[src/rtl/timer_arbiter.sv]
// timer_arbiter: round-robin sharing of one load/down-count timer between N requesters,
// sequencing LOAD -> COUNT -> DONE for each granted job.
module timer_arbiter #(
  parameter int N  = 4,
  parameter int DW = 8
) (
  input  logic            clk,
  input  logic            rst,
  input  logic [N-1:0]    req,
  input  logic [N*DW-1:0] dur,
  output logic [N-1:0]    grant,
  output logic [N-1:0]    done,
  output logic            busy,
  output logic            tm_pe,
  output logic            tm_ce,
  output logic [DW-1:0]   tm_din,
  input  logic            tm_eq
);
  localparam int IW = $clog2(N);
  localparam logic [1:0] IDLE  = 2'd0;
  localparam logic [1:0] LOAD  = 2'd1;
  localparam logic [1:0] COUNT = 2'd2;
  localparam logic [1:0] DONE  = 2'd3;
  logic [1:0]    state_q, state_d;
  logic [IW-1:0] ptr_q, ptr_d, own_q, own_d, pick, nxt;
  logic [DW-1:0] dur_q, dur_d;
  logic [N-1:0]  oh;
  logic          found;
  // Scan from the far end so the last hit is the first requester at or after ptr.
  always_comb begin
    pick = '0;
    found = 1'b0;
    for (int k = N - 1; k >= 0; k--)
      if (req[(int'(ptr_q) + k) % N]) begin
        pick = IW'((int'(ptr_q) + k) % N);
        found = 1'b1;
      end
  end
  assign nxt = (own_q == IW'(N - 1)) ? '0 : own_q + 1'b1;
  assign oh  = {{(N-1){1'b0}}, 1'b1} << own_q;
  always_comb begin
    state_d = state_q;
    ptr_d = ptr_q;
    own_d = own_q;
    dur_d = dur_q;
    case (state_q)
      IDLE: if (found) begin
        state_d = LOAD;
        own_d = pick;
        dur_d = dur[int'(pick)*DW +: DW];
      end
      LOAD: state_d = COUNT;
      COUNT: if (tm_eq) state_d = DONE;
        else if (!req[own_q]) begin
          state_d = IDLE;
          ptr_d = nxt;
        end
      default: begin
        state_d = IDLE;
        ptr_d = nxt;
      end
    endcase
  end
  always_ff @(posedge clk) begin
    if (!rst) begin
      state_q <= IDLE;
      ptr_q <= '0;
      own_q <= '0;
      dur_q <= '0;
    end else begin
      state_q <= state_d;
      ptr_q <= ptr_d;
      own_q <= own_d;
      dur_q <= dur_d;
    end
  end
  assign busy   = state_q != IDLE;
  assign grant  = busy ? oh : '0;
  assign done   = (state_q == DONE) ? oh : '0;
  assign tm_pe  = state_q == LOAD;
  assign tm_ce  = (state_q == COUNT) && !tm_eq;
  assign tm_din = busy ? dur_q : '0;
endmodule

[config.mk]
export PLATFORM = sky130hd
export DESIGN_NAME = timer_arbiter
export DESIGN_NICKNAME = d
export VERILOG_FILES = /design/src/rtl/timer_arbiter.sv
export SDC_FILE = /design/constraint.sdc
export NUM_CORES = 1
export LEC_CHECK = 0
export ABC_AREA = 1
export BUFFER_PORTS_ARGS = -buffer_cell sky130_fd_sc_hd__buf_4
export CORE_AREA = 8 8 71 67
export DETAILED_ROUTE_END_ITERATION = 12
export DIE_AREA = 0 0 79 75
export PLACE_DENSITY = 0.74
export SKIP_LAST_GASP = 1
export SLEW_MARGIN = 20
export SYNTH_ARGS = -nofsm -noshare
export SYNTH_HDL_FRONTEND = slang
export SYNTH_SLANG_ARGS = --single-unit
[constraint.sdc]
create_clock -name clk -period 1.6 [get_ports clk]
set_input_delay 0.08 -clock clk [delete_from_list [all_inputs] [get_ports clk]]
set_output_delay 0.08 -clock clk [all_outputs]
set_load 0.01 [all_outputs]
=== Word level (Yosys, flattened, before mapping) ===
Index checks and enable logic that the tools add are counted.

* Register bits: 14
* Input bits: 39
* Output and inout bits: 19
* Word-level logic and storage cells: 70

* Add/subtract/negate cells: 4
* Magnitude comparators: 5
* Equal/unequal tests: 8
* Shift operators: 2
* Mux-type cells: 32
* Bitwise logic cells: 4
* Reduce and logical (&&, ||, !) cells: 11

{| class="wikitable"
|+ Operator list
! kind !! number
|-
| 32-bit by 6-bit variable part select with 8-bit output || 1
|-
| 2-bit two-way mux || 10
|-
| 3-bit by 4-bit less-than comparator with 1-bit output (second input constant) || 3
|-
| 1-bit two-way mux || 12
|-
| 1-bit binary-select mux with 2-bit select || 5
|-
| 4-bit two-way mux || 2
|-
| 8-bit two-way mux || 1
|-
| 2-bit OR reduction || 4
|-
| 2-bit equality test (second input constant) || 3
|-
| 2-bit by 3-bit less-than comparator with 1-bit output (second input constant) || 2
|-
| 2-bit inequality test (second input constant) || 3
|-
| 2-bit one-hot mux with 3 select lines || 1
|-
| 2-bit by 1-bit adder with 2-bit output (second input constant) || 2
|-
| 2-bit adder (second input constant) || 2
|-
| 2-bit one-hot mux with 2 select lines || 1
|-
| 2-bit AND reduction || 2
|-
| 1-bit by 2-bit << shifter with 4-bit output (first input constant) || 1
|-
| 1-bit bitwise AND (first input constant) || 3
|-
| 3-bit inequality test (second input constant) || 1
|-
| 3-bit AND reduction || 1
|-
| 2-bit by 1-bit equality test with 1-bit output (second input constant) || 1
|-
| 2-bit logical NOT || 1
|-
| 2-bit nonzero test || 1
|-
| 1-bit logical AND || 1
|-
| 2 further kinds || 2
|}

=== Longest topological paths before layout ===
* Depth after elaboration: 12
* Gate-level depth with buffers: 15
* Depth with buffers taken out: 13

=== Worst setup path before layout ===
Ideal clock, no wire load.

* Path kind: reg2reg
* Start point: reg ptr_q[0]
* End point: reg dur_q[7]
* Arrival: 1.457 ns
* Required time: 1.491 ns
* Setup slack: 0.034 ns
* Cell stages (with the launch flop): 14
* Clock period less this slack: 1.566 ns
* Path through: dfxtp_1 -> buf_6 -> inv_8 -> nand2_4 -> nand2_4 -> nor2_4 -> nor2_2 -> nand3_4 -> clkbuf_4 -> nand3_1 -> nand3_1 -> nand3_1 -> nand2_1 -> inv_1

* Word-level cells in the longest chain between the ends: 9
* Elaborated cells on any way between the ends: 24
* Classes of those cells: 3 x add/sub; 1 x shift; 19 x mux; 1 x reduce/logical

{| class="wikitable"
|+ Ends and longest elaborated chain
! what !! RTL line !! text
|-
| start, declared || 25 || <nowiki>logic [IW-1:0] ptr_q, ptr_d, own_q, own_d, pick, nxt;</nowiki>
|-
| start signal, assigned || 72 || <nowiki>ptr_q <= ptr_d;</nowiki>
|-
| 2-bit adder || 34, 35 ||
|-
| 1-bit binary-select mux with 2-bit select || 34 || <nowiki>if (req[(int'(ptr_q) + k) % N]) begin</nowiki>
|-
| 1-bit two-way mux (not written as such) (2 in a row) || 34 ||
|-
| 2-bit two-way mux / 1-bit two-way mux (equally long branches) (4 in a row) || 34 ||
|-
| 32-bit by 6-bit variable part select with 8-bit output / 2-bit AND reduction (equally long branches) || n/a ||
|-
| end signal, assigned || 74 || <nowiki>dur_q <= dur_d;</nowiki>
|-
| end, declared || 26 || <nowiki>logic [DW-1:0] dur_q, dur_d;</nowiki>
|}

Parallel ways exist; a longest one is shown, timed or not. The select of a mux whose other input is x is not followed.
A chain may end at the register's enable or synchronous reset.

=== Worst setup path after layout ===
Ends and elaborated chain as after synthesis.

==> summary.md <==
| Metric | Value |
|---|---|
| Status | finished with violations |
| Violated checks | setup timing |
| Worst VDD drop | 0.518 mV |
| Start point of the critical path | ptr_q[0]$_SDFFE_PN0P_ |
| Number of placed I/O pins | 58 |
| H-tree levels | 1 |
| Hold Crit Class | in2reg |
| Power Total | 0.00287 W |
| Syn_area_per_cell | 6.18 µm² |
| Final Wtd Congestion | 0.844 |
| Post-synth EDFFs | 0 |
| Final WS setup | -0.0464 ns |
| Grt met1 use | 0.177 |
| Vias per cell | 4.58 |
| Row count | 21 |
| Register area share after synthesis | 0.188 |
| Filler Cell Count | 361 |
| Met3 GRT Util | 0.0227 |
| Min Tclk post-route | 1.65 ns |
| Dominant synthesized flop cell | dfxtp_1 |
| Syn nets | 284 |
| Clock share of power | 0.123 |
| Total core area | 3570 µm² |
| Yosys reg bits | 14 |
| Post-Syn Area | 1490 µm² |
| Area grow syn2layout | 45.6% |
| Clock-pin slew on the worst setup and hold paths | 0.06 ns |
| Fin area | 2170 µm² |
| Least-Margin Pin Slew | 0.340 ns |
| Critical Path RT | 1.75 ns |
| Setup_tns | -0.149 ns |
| Highest Clock Rate | 0.607 GHz |
| Final core occ | 0.607 |
| DR iter-0 viols | 103 |
| Total iterations of the first detailed-routing run | 4 |
| DP HPWL | 3340 µm |
| Worst Setup End Kind | register |
| Mapped Cells | 241 |
| Inserted Diodes | 0 |
| DRT antenna net count | 0 |
| Met2 Use GR | 0.233 |
| RSZ-0062 raised after global routing | true |
| Die Ht | 75 µm |
| Hold Crit Start | rst |
| CTS buffer count | 3 |
| Via count | 1622 |
| Hold Worst Slack | 0.0987 ns |
| Most frequent cells in the layout | buf_4 (64), inv_1 (56), nand2_1 (39) |
| Critical path type | reg2reg |
| Share of cells above drive strength 1 | 0.377 |
| Switching Fraction | 0.464 |
| Final Skew | 0.00316 ns |
| Async SR Flop Fraction | 0 |
| Clock tree from TritonCTS | built |
| Worst EP arrival | 1.80 ns |
| Final hold vios | 0 |
| Setup crit end | dur_q[7]$_SDFFE_PN0P_ |
| Reg2Reg Depth | 12 |
| Final setup violation count | 8 |
| GR peak layer | met2 |
| Worst flop-to-flop path endpoint | dur_q[7]$_SDFFE_PN0P_ |
| Area after DPL | 2040 µm² |
| Global route overflow | 0 |
| P_sw | 0.00133 W |
| Clk_lat worst skew | 0.25 ns |
| Worst Setup Start Kind | register |
| Hold_buf cts | 0 |
| Starting Density | 0.417 |
| Flop pwr share | 0.191 |
| PwrDens | 1320 nW/µm² |
| Residual DRC count | 0 |
| Largest net degree at the start of global routing | 17 |
| CTS max path bufs | 2 |
| Clk sinks | 14 |
| Die width | 79 µm |
| Syn. warnings | 0 |
| Port-buffer cells | 57 |
| Die footprint | 5930 µm² |
| Avg WL per Cell | 11.9 µm |
| Most common cell after layout, fill and taps aside | buf_4 |
| Leakage power | 1.21 nW |
| Gate power share | 0.685 |
| Max-Cap Viols | 0 |
| Total Routing Usage GR | 0.140 |
| Antenna violations before repair | 0 |
| Hold Path Cell Cnt | 3 |
| Post-route clock period utilization | 1.03 |
| Synth unique cells | 31 |
| Clock Tree Root | clkbuf_8 |
| Number of global-route vias before repair | 1601 |
| Internal power | 0.00154 W |
| Crit path max fanout | 9 |
| Nets | 352 |
| Register-to-register setup slack | -0.05 ns |
| Max-slew violation count | 0 |
| RR Startpoint | ptr_q[0]$_SDFFE_PN0P_ |
| First-pass GRT wire length | 6890 µm |
| DRT Wirelength | 4200 µm |
| Relative slew margins | 0.772 |
==> layer usage <==
metal	wire length, µm	up-vias	share of wire
met5	0	-	0
met4	52	0	0.012
met3	268	4	0.064
met2	1890	49	0.45
met1	1990	695	0.47
li1	-	874	-
==> worst min-delay path by stage <==
stage                              end  slack, ns
4_1_cts          ptr_q[1]$_SDFFE_PN0P_       0.09
6_report         ptr_q[1]$_SDFFE_PN0P_        0.1
3_3_place_gp     ptr_q[1]$_SDFFE_PN0P_       0.36
2_1_floorplan  state_q[0]$_SDFFE_PN0P_       0.21
3_5_place_dp     own_q[0]$_SDFFE_PN0P_       0.36
5_1_grt          ptr_q[1]$_SDFFE_PN0P_       0.10
==> sequential cells by signal, indices dropped and copies added, names as in the netlist <==
name / count
dur_q: 8
state_q: 2
own_q: 2
ptr_q: 2
==> kinds of logic (layout without fill, tap and decap cells) <==
group / count (synthesis) / in the layout / synth area share
fa+ha+maj: 4 / 4 / 0.0336
flops: 14 / 14 / 0.188
simple gates: 129 / 129 / 0.469
compound gates: 24 / 24 / 0.0999
buf+inv: 70 / 137 / 0.210
==> critical path: stages, from the launching register on <==
cell      delay [ns]
dfxtp_2         0.32
buf_12          0.14
o21ai_4         0.18
nand2_2         0.10
nand2_1         0.09
nand2_2         0.07
nand3_4         0.13
buf_6           0.14
nand3b_1        0.10
nand3_2         0.10
nand3_2         0.08
nand2_1         0.07
inv_1           0.03
==> repair_timing <==
item                       4_1_cts  5_1_grt
buffers inserted                 1        1
pin swaps                        3        3
resized for setup                8        7
setup endpoints to repair        9       11
==> cells in the mapped netlist, types with 2 or more instances <==
cell | instances | area (µm²)
dfxtp_1 | 14 | 280
ha_1 | 4 | 50.1
nand3_2 | 4 | 40.0
buf_4 | 2 | 15.0
a21oi_1 | 14 | 70.1
o21ai_0 | 5 | 25.0
nand3_4 | 2 | 35.0
inv_1 | 59 | 221
nand2_1 | 39 | 146
nor2_1 | 19 | 71.3
nand2_4 | 6 | 67.6
inv_2 | 2 | 7.51
nand2_2 | 11 | 68.8
nand3_1 | 36 | 180
nand3b_1 | 8 | 60.1
==> layout make-up <==
type                       instances  area [µm²]  share of cell area
tap                               46        57.6              0.0265
multi-input combinational        157         941               0.434
inverter                          63         250               0.115
sequential                        14         283               0.130
clock buffer                       4        55.1              0.0254
timing repair buffer              70         583               0.269
==> power groups by stage <==
| stage | registers [W] | logic (W) | clock network (W) |
|---|---|---|---|
| finish | 0.000549 | 0.00197 | 0.000354 |
| global route | 0.000560 | 0.00218 | 0.000371 |
| CTS | 0.000546 | 0.00188 | 0.000361 |
| detailed placement | 0.000552 | 0.00182 | 0 |
| global placement | 0.000550 | 0.00180 | 0 |
| floorplan | 0.000530 | 0.00126 | 0 |
==> per-stage QoR <==
stage          instances  setup WS [ns]
6_report             354        -0.0464
3_3_place_gp         348        -0.0204
2_1_floorplan        241         0.0338
5_1_grt              354         -0.156
3_5_place_dp         348        -0.0495
4_1_cts              353       -0.00876
Note: power is estimated with default switching activity, not from simulation.
